`src/rtl/uart_rx_monitor.sv`:
```
// UART receive monitor: oversampled frame decoder feeding a first-word-fall-through FIFO.
// Optional break detection is enabled with the UART_RX_MON_BREAK_DET_EN macro.
module uart_rx_monitor #(
  parameter int DATA_BITS   = 8,
  parameter int PARITY_MODE = 0,
  parameter int STOP_BITS   = 1,
  parameter int OVERSAMPLE  = 16,
  parameter int FIFO_DEPTH  = 4
) (
  input  logic                          uart_clk,
  input  logic                          nrst,
  input  logic                          rx_in,
  input  logic                          rd_en,
  output logic [DATA_BITS-1:0]          rx_data,
  output logic                          rx_valid,
  output logic                          parity_err,
  output logic                          frame_err,
  output logic                          overrun,
  output logic [$clog2(FIFO_DEPTH):0]   fifo_count,
  output logic                          busy
`ifdef UART_RX_MON_BREAK_DET_EN
  ,
  output logic                          break_det
`endif
);

  localparam int TW = $clog2(OVERSAMPLE);
  localparam int BW = $clog2(DATA_BITS + 1);
  localparam int AW = $clog2(FIFO_DEPTH);
  localparam int CW = AW + 1;
  localparam int EW = DATA_BITS + 2;

  localparam logic [TW-1:0] TICK_LAST = TW'(OVERSAMPLE - 1);
  localparam logic [TW-1:0] TICK_HALF = TW'(OVERSAMPLE / 2 - 1);
  localparam logic [BW-1:0] DATA_LAST = BW'(DATA_BITS - 1);
  localparam logic [BW-1:0] STOP_LAST = BW'(STOP_BITS - 1);
  localparam logic [CW-1:0] COUNT_FULL = CW'(FIFO_DEPTH);

`ifdef UART_RX_MON_BREAK_DET_EN
  localparam bit BREAK_EN = 1'b1;
`else
  localparam bit BREAK_EN = 1'b0;
`endif

  typedef enum logic [2:0] {
    IDLE,
    START,
    DATA,
    PARITY,
    STOP
  } state_t;

  logic sync1_q;
  logic line;

  state_t           state_q, state_n;
  logic [TW-1:0]    tick_q, tick_n;
  logic [BW-1:0]    bit_q, bit_n;
  logic [DATA_BITS-1:0] shift_q, shift_n;
  logic             perr_q, perr_n;
  logic             ferr_q, ferr_n;
  logic             zero_q, zero_n;
  logic             armed_q, armed_n;
  logic             push_q, push_n;
  logic [EW-1:0]    entry_q, entry_n;
`ifdef UART_RX_MON_BREAK_DET_EN
  logic             brk_q, brk_n;
`endif

  logic             tick_hit;
  logic             stop_ferr;
  logic             stop_zero;

  logic [EW-1:0]    mem [FIFO_DEPTH];
  logic [AW-1:0]    wr_q, rd_q;
  logic [CW-1:0]    count_q;
  logic             overrun_q;
  logic             fifo_empty;
  logic             fifo_full;
  logic             do_push;
  logic             do_pop;
  logic [EW-1:0]    head;

  // Two-flop synchronizer; both stages reload the idle level on reset.
  always_ff @(posedge uart_clk) begin
    if (!nrst) begin
      sync1_q <= 1'b1;
      line    <= 1'b1;
    end else begin
      sync1_q <= rx_in;
      line    <= sync1_q;
    end
  end

  always_ff @(posedge uart_clk) begin
    if (!nrst) begin
      state_q <= IDLE;
      tick_q  <= '0;
      bit_q   <= '0;
      shift_q <= '0;
      perr_q  <= 1'b0;
      ferr_q  <= 1'b0;
      zero_q  <= 1'b0;
      armed_q <= 1'b0;
      push_q  <= 1'b0;
      entry_q <= '0;
`ifdef UART_RX_MON_BREAK_DET_EN
      brk_q   <= 1'b0;
`endif
    end else begin
      state_q <= state_n;
      tick_q  <= tick_n;
      bit_q   <= bit_n;
      shift_q <= shift_n;
      perr_q  <= perr_n;
      ferr_q  <= ferr_n;
      zero_q  <= zero_n;
      armed_q <= armed_n;
      push_q  <= push_n;
      entry_q <= entry_n;
`ifdef UART_RX_MON_BREAK_DET_EN
      brk_q   <= brk_n;
`endif
    end
  end

  // The start bit is sampled at its midpoint; every later bit one full bit period on.
  assign tick_hit  = (state_q == START) ? (tick_q == TICK_HALF) : (tick_q == TICK_LAST);
  assign stop_ferr = ferr_q | ~line;
  assign stop_zero = zero_q & ~line;

  always_comb begin
    state_n = state_q;
    tick_n  = tick_q;
    bit_n   = bit_q;
    shift_n = shift_q;
    perr_n  = perr_q;
    ferr_n  = ferr_q;
    zero_n  = zero_q;
    armed_n = armed_q;
    push_n  = 1'b0;
    entry_n = entry_q;
`ifdef UART_RX_MON_BREAK_DET_EN
    brk_n   = 1'b0;
`endif

    case (state_q)
      IDLE: begin
        if (line) begin
          armed_n = 1'b1;
        end
        if (armed_q && !line) begin
          state_n = START;
          tick_n  = '0;
          armed_n = 1'b0;
        end
      end

      START: begin
        if (tick_hit) begin
          tick_n = '0;
          if (line) begin
            state_n = IDLE;
            armed_n = 1'b1;
          end else begin
            state_n = DATA;
            bit_n   = '0;
            perr_n  = 1'b0;
            ferr_n  = 1'b0;
            zero_n  = 1'b1;
          end
        end else begin
          tick_n = tick_q + TW'(1);
        end
      end

      DATA: begin
        if (tick_hit) begin
          tick_n  = '0;
          shift_n = {line, shift_q[DATA_BITS-1:1]};
          zero_n  = zero_q & ~line;
          if (bit_q == DATA_LAST) begin
            bit_n   = '0;
            state_n = (PARITY_MODE != 0) ? PARITY : STOP;
          end else begin
            bit_n = bit_q + BW'(1);
          end
        end else begin
          tick_n = tick_q + TW'(1);
        end
      end

      PARITY: begin
        if (tick_hit) begin
          tick_n  = '0;
          bit_n   = '0;
          perr_n  = ((^shift_q) ^ line) != (PARITY_MODE == 1);
          zero_n  = zero_q & ~line;
          state_n = STOP;
        end else begin
          tick_n = tick_q + TW'(1);
        end
      end

      STOP: begin
        if (tick_hit) begin
          tick_n = '0;
          if (bit_q == STOP_LAST) begin
            state_n = IDLE;
            // A low final stop bit leaves the decoder disarmed until the line idles high.
            armed_n = line;
            bit_n   = '0;
            if (BREAK_EN && stop_zero) begin
`ifdef UART_RX_MON_BREAK_DET_EN
              brk_n = 1'b1;
`endif
            end else begin
              push_n  = 1'b1;
              entry_n = {perr_q, stop_ferr, shift_q};
            end
          end else begin
            bit_n  = bit_q + BW'(1);
            ferr_n = stop_ferr;
            zero_n = stop_zero;
          end
        end else begin
          tick_n = tick_q + TW'(1);
        end
      end

      default: begin
        state_n = IDLE;
      end
    endcase
  end

  assign fifo_empty = (count_q == '0);
  assign fifo_full  = (count_q == COUNT_FULL);
  assign do_pop     = rd_en & ~fifo_empty;
  // A full FIFO still accepts a push when the head is popped in the same cycle.
  assign do_push    = push_q & (~fifo_full | do_pop);

  always_ff @(posedge uart_clk) begin
    if (do_push) begin
      mem[wr_q] <= entry_q;
    end
  end

  always_ff @(posedge uart_clk) begin
    if (!nrst) begin
      wr_q      <= '0;
      rd_q      <= '0;
      count_q   <= '0;
      overrun_q <= 1'b0;
    end else begin
      if (do_push) begin
        wr_q <= wr_q + AW'(1);
      end
      if (do_pop) begin
        rd_q <= rd_q + AW'(1);
      end
      case ({do_push, do_pop})
        2'b10:   count_q <= count_q + CW'(1);
        2'b01:   count_q <= count_q - CW'(1);
        default: count_q <= count_q;
      endcase
      overrun_q <= push_q & fifo_full & ~do_pop;
    end
  end

  // Head fields are masked while empty so the outputs read zero after reset.
  assign head       = mem[rd_q];
  assign rx_valid   = ~fifo_empty;
  assign rx_data    = fifo_empty ? '0 : head[DATA_BITS-1:0];
  assign frame_err  = ~fifo_empty & head[DATA_BITS];
  assign parity_err = ~fifo_empty & head[DATA_BITS+1];
  assign fifo_count = count_q;
  assign overrun    = overrun_q;
  assign busy       = (state_q != IDLE);
`ifdef UART_RX_MON_BREAK_DET_EN
  assign break_det  = brk_q;
`endif

endmodule
```
`config.mk`:
```
export PLATFORM = sky130hd
export DESIGN_NAME = uart_rx_monitor
export DESIGN_NICKNAME = d
export VERILOG_FILES = /design/src/rtl/uart_rx_monitor.sv
export SDC_FILE = /design/constraint.sdc
export NUM_CORES = 1
export LEC_CHECK = 0
export BUFFER_PORTS_ARGS = -buffer_cell sky130_fd_sc_hd__buf_2
export CORE_ASPECT_RATIO = 0.5
export CORE_MARGIN = 3
export CORE_UTILIZATION = 54
export CTS_CLUSTER_SIZE = 16
export DETAILED_ROUTE_END_ITERATION = 10
export GPL_ROUTABILITY_DRIVEN = 0
export PLACE_DENSITY = 0.75
export SYNTH_ARGS = -nofsm -noshare
export SYNTH_HDL_FRONTEND = slang
export SYNTH_SLANG_ARGS = --single-unit
```
`constraint.sdc`:
```
create_clock -name uart_clk -period 1.73 [get_ports uart_clk]
set_clock_uncertainty 0.05 [all_clocks]
set_input_delay 0.173 -clock uart_clk [delete_from_list [all_inputs] [get_ports uart_clk]]
set_output_delay 0.173 -clock uart_clk [all_outputs]
set_load 0.05 [all_outputs]
```
==> flow_metrics.py <==
metrics = {
    "global_routing": {
        "grt_pass1_wl_um": 11800,
        "grt_max_degree": 28,
        "grt_remaining_overflow": 0,
        "grt_use_total_pct": 20.2,
        "grt_antenna_before_repair": 0,
        "first_global_vias": 2436,
    },
    "logic_synthesis": {
        "synth-seq-area-share_pct": 57.8,
        "syn_nets": 306,
        "synth_top_family_by_area": "simple AND/OR/NAND/NOR gates",
        "synthSimpleGateAreaFrac_pct": 15.1,
        "synth_edf_count": 40,
        "synth_xor_area_share_pct": 3.37,
        "synth.top_cell.area_share_pct": 33.0,
        "avgSynthCellArea_um2": 12.4,
        "yosys_most_used_dff": "dfxtp_1",
        "synth_adder_area_share_pct": 2.96,
        "async_flop_share_pct": 0,
        "synth_area_um2": 3640,
        "synth_compound_gate_area_share_pct": 7.18,
        "synth_cells": 294,
        "synthMuxAreaShare_pct": 11.1,
        "ys_types": 47,
        "ys_ff_latch": 85,
        "synth_top_area_cell": "edfxtp_1",
        "synthTopCellsByArea": "edfxtp_1, dfxtp_1, mux4_2",
        "synth_warnings": 0,
    },
    "run_status": {
        "status": "finished, violations left",
        "violations": "negative setup slack",
    },
    "die": {
        "die_h_um": 64.1,
        "die_x_um": 122,
        "core_um2": 6280,
        "fp-row-count": 20,
        "initial_core_util_pct": 57.9,
        "die-area_um2": 7820,
        "io_pins": 20,
    },
    "critical_path": {
        "arrival_ps": 1650,
        "slowest_delay_ps": 500,
        "worstPathMaxFanout": 6,
        "cpMaxStageDelayCell": "mux4_2",
        "cp-start-kind": "flip-flop",
        "rrSetupSlack_ps": -40,
        "crit_type": "flip-flop to primary output",
        "cp-end-kind": "primary output",
        "worstReg2RegEnd": "bit_q[2]",
        "r2r_cells": 6,
        "critical_path.top_delay_family": "multiplexers",
        "crit_path_cell_trace": "buf_8, mux4_2, and2_4, buf_6",
        "rr_startpoint": "state_q[1]",
        "path_buf_inv": 2,
        "required_ps": 1510,
    },
    "hold_path": {
        "hold-path-endpoint": "sync1_q",
        "hp-start": "nrst",
        "whs_path_depth": 2,
        "hold_class": "input port to flip-flop",
    },
    "clock_tree": {
        "clkLatencyLatePin_ps": 340,
        "path_clk_slew_ps": 60,
        "cts_sinks": 85,
        "cts-buffers-inserted": 9,
        "htreeDepth": 3,
        "cts_root_buf": "clkbuf_16",
        "clk_path_buf_depth": 2,
        "cts_tree": "built",
    },
    "timing": {
        "drv_slew": 0,
        "rsz0062_at_grt": "true",
        "hold_viol_final": 0,
        "fmax_ghz": 0.535,
        "fin_crit_ps": 1870,
        "maxSlewHeadroom_pct": 68.4,
        "setup_violations": 19,
        "setup_slack_ps": -141,
        "post-route-period-util_pct": 108,
        "worst_pin_slew_ps": 469,
    },
    "place": {
        "io_buffers": 19,
        "dp_slack_ps": -124,
        "dpl.hpwl_um": 4630,
    },
    "pwr": {
        "ir_worst_vdd_mv": 0.578,
        "pwr_density_cell_nw_per_um2": 1290,
        "p_leak_uw": 0.00167,
    },
    "drt": {
        "wl_um": 7130,
        "drt-pass1-iter-count": 4,
        "drt_iter0_drc": 162,
        "via_per_inst": 5.41,
        "wl_per_cell_um": 16.2,
        "vias": 2386,
        "final_antenna_net_count": 0,
        "route.detailed.drc": 0,
    },
    "layout": {
        "diodes": 0,
        "syn_to_final_growth_pct": 29.3,
        "drive_above_1_share_pct": 35.4,
        "finish.utilization_pct": 74.9,
        "fillCellCount": 392,
        "fin_nets": 360,
    },
    "run": {
        "max_cap_violations": 0,
    },
}
-- synth_stat cells, types with 3 or more instances --
cell / instances
dfxtp_1: 45
o21ai_0: 11
buf_2: 4
edfxtp_1: 40
clkbuf_1: 5
nand2b_1: 10
nand3_1: 9
a21oi_1: 7
ha_1: 7
mux4_2: 10
mux2i_1: 18
inv_1: 9
nor3_1: 4
nor2b_1: 7
and2_1: 15
nor2_1: 31
nand2_1: 9
xor2_1: 3
o31ai_1: 3
o21a_1: 3
xnor2_1: 11
-- final cells by class --
type / count / area, um^2 / share of cell area, %
flip-flops and latches: 85 / 2120 / 45.1
multi-input cells: 188 / 1620 / 34.3
repair buffers: 54 / 526 / 11.2
clock buffers: 9 / 225 / 4.78
well taps: 88 / 110 / 2.34
clock inverters: 7 / 72.6 / 1.54
inverters: 10 / 37.5 / 0.797
-- through the flow --
step | total power [uW] | setup TNS [ps] | hold slack, ps | area, um^2 | cells
5_1_grt | 6280 | -3420 | 90.4 | 4710 | 441
2_1_floorplan | 3440 | -7.02 | 224 | 3680 | 294
3_5_place_dp | 3740 | -1340 | 311 | 4100 | 417
6_report | 6060 | -1390 | 74.3 | 4710 | 441
3_3_place_gp | 3730 | -654 | 309 | 4100 | 417
4_1_cts | 6000 | -1650 | 65.9 | 4560 | 436
-- cells by family (layout without fill, tap and decap cells) --
family	Yosys count	count (layout)
and+or+nand+nor	99	99
DFF	85	85
AOI/OAI and AO/OA	39	39
muxes	28	28
buffers and inverters	21	80
xor gates and xnor gates	14	14
adders and majority gates	8	8
-- registers in the layout (all words and copies together), names as in the netlist, named ones only --
register	flops
rd_q	2
entry_q	10
ferr_q	1
perr_q	1
armed_q	1
overrun	1
state_q	3
line	1
shift_q	8
fifo_count	3
bit_q	4
tick_q	4
wr_q	2
sync1_q	1
push_q	1
mem	40
-- worst max-delay path by stage --
stage | end | cells past startpoint | slack, ps
detailed placement | shift_q[3] | 7 | -120
global route | rx_data[2] | 4 | -190
finish | rx_data[2] | 4 | -140
global placement | shift_q[5] | 7 | -80
floorplan | tick_q[3] | 5 | -7
CTS | rx_data[1] | 4 | -150
-- per-layer routing --
layer  global-route usage (%)  vias to the layer above  part of all wire (%)
li1                         -                     1169                     -
met1                     25.1                     1154                    44
met2                     33.2                       50                    49
met3                     5.92                       13                   5.0
met4                     8.51                        0                   1.9
met5                        0                        -                     0
-- repair_timing --
item / CTS / global route
setup endpoints to repair: 36 / 81
pin swaps: 7 / 11
resized for setup: 43 / 33
hold buffers: 1 / 0
buffers inserted: 2 / 5
hold endpoints to repair: 1 / 0
-- cells in the final DEF, fill, tap and decap left out, types with 8 or more instances in the layout --
cell       instances
and2_4            10
buf_2              8
buf_4             25
buf_6             10
clkbuf_16          9
dfxtp_1           38
edfxtp_1          40
inv_1              8
mux2i_1           17
mux4_2            10
nand2b_1           9
nand3_1            8
nor2_1            30
xnor2_1           10
-- where the power goes --
part           total, uW  internal (uW)  switching [uW]
Sequential          2240           2160            77.4
Combinational       1910            805            1100
Clock               1910           1130             789
No activity file was read; power rests on OpenSTA's default activity.
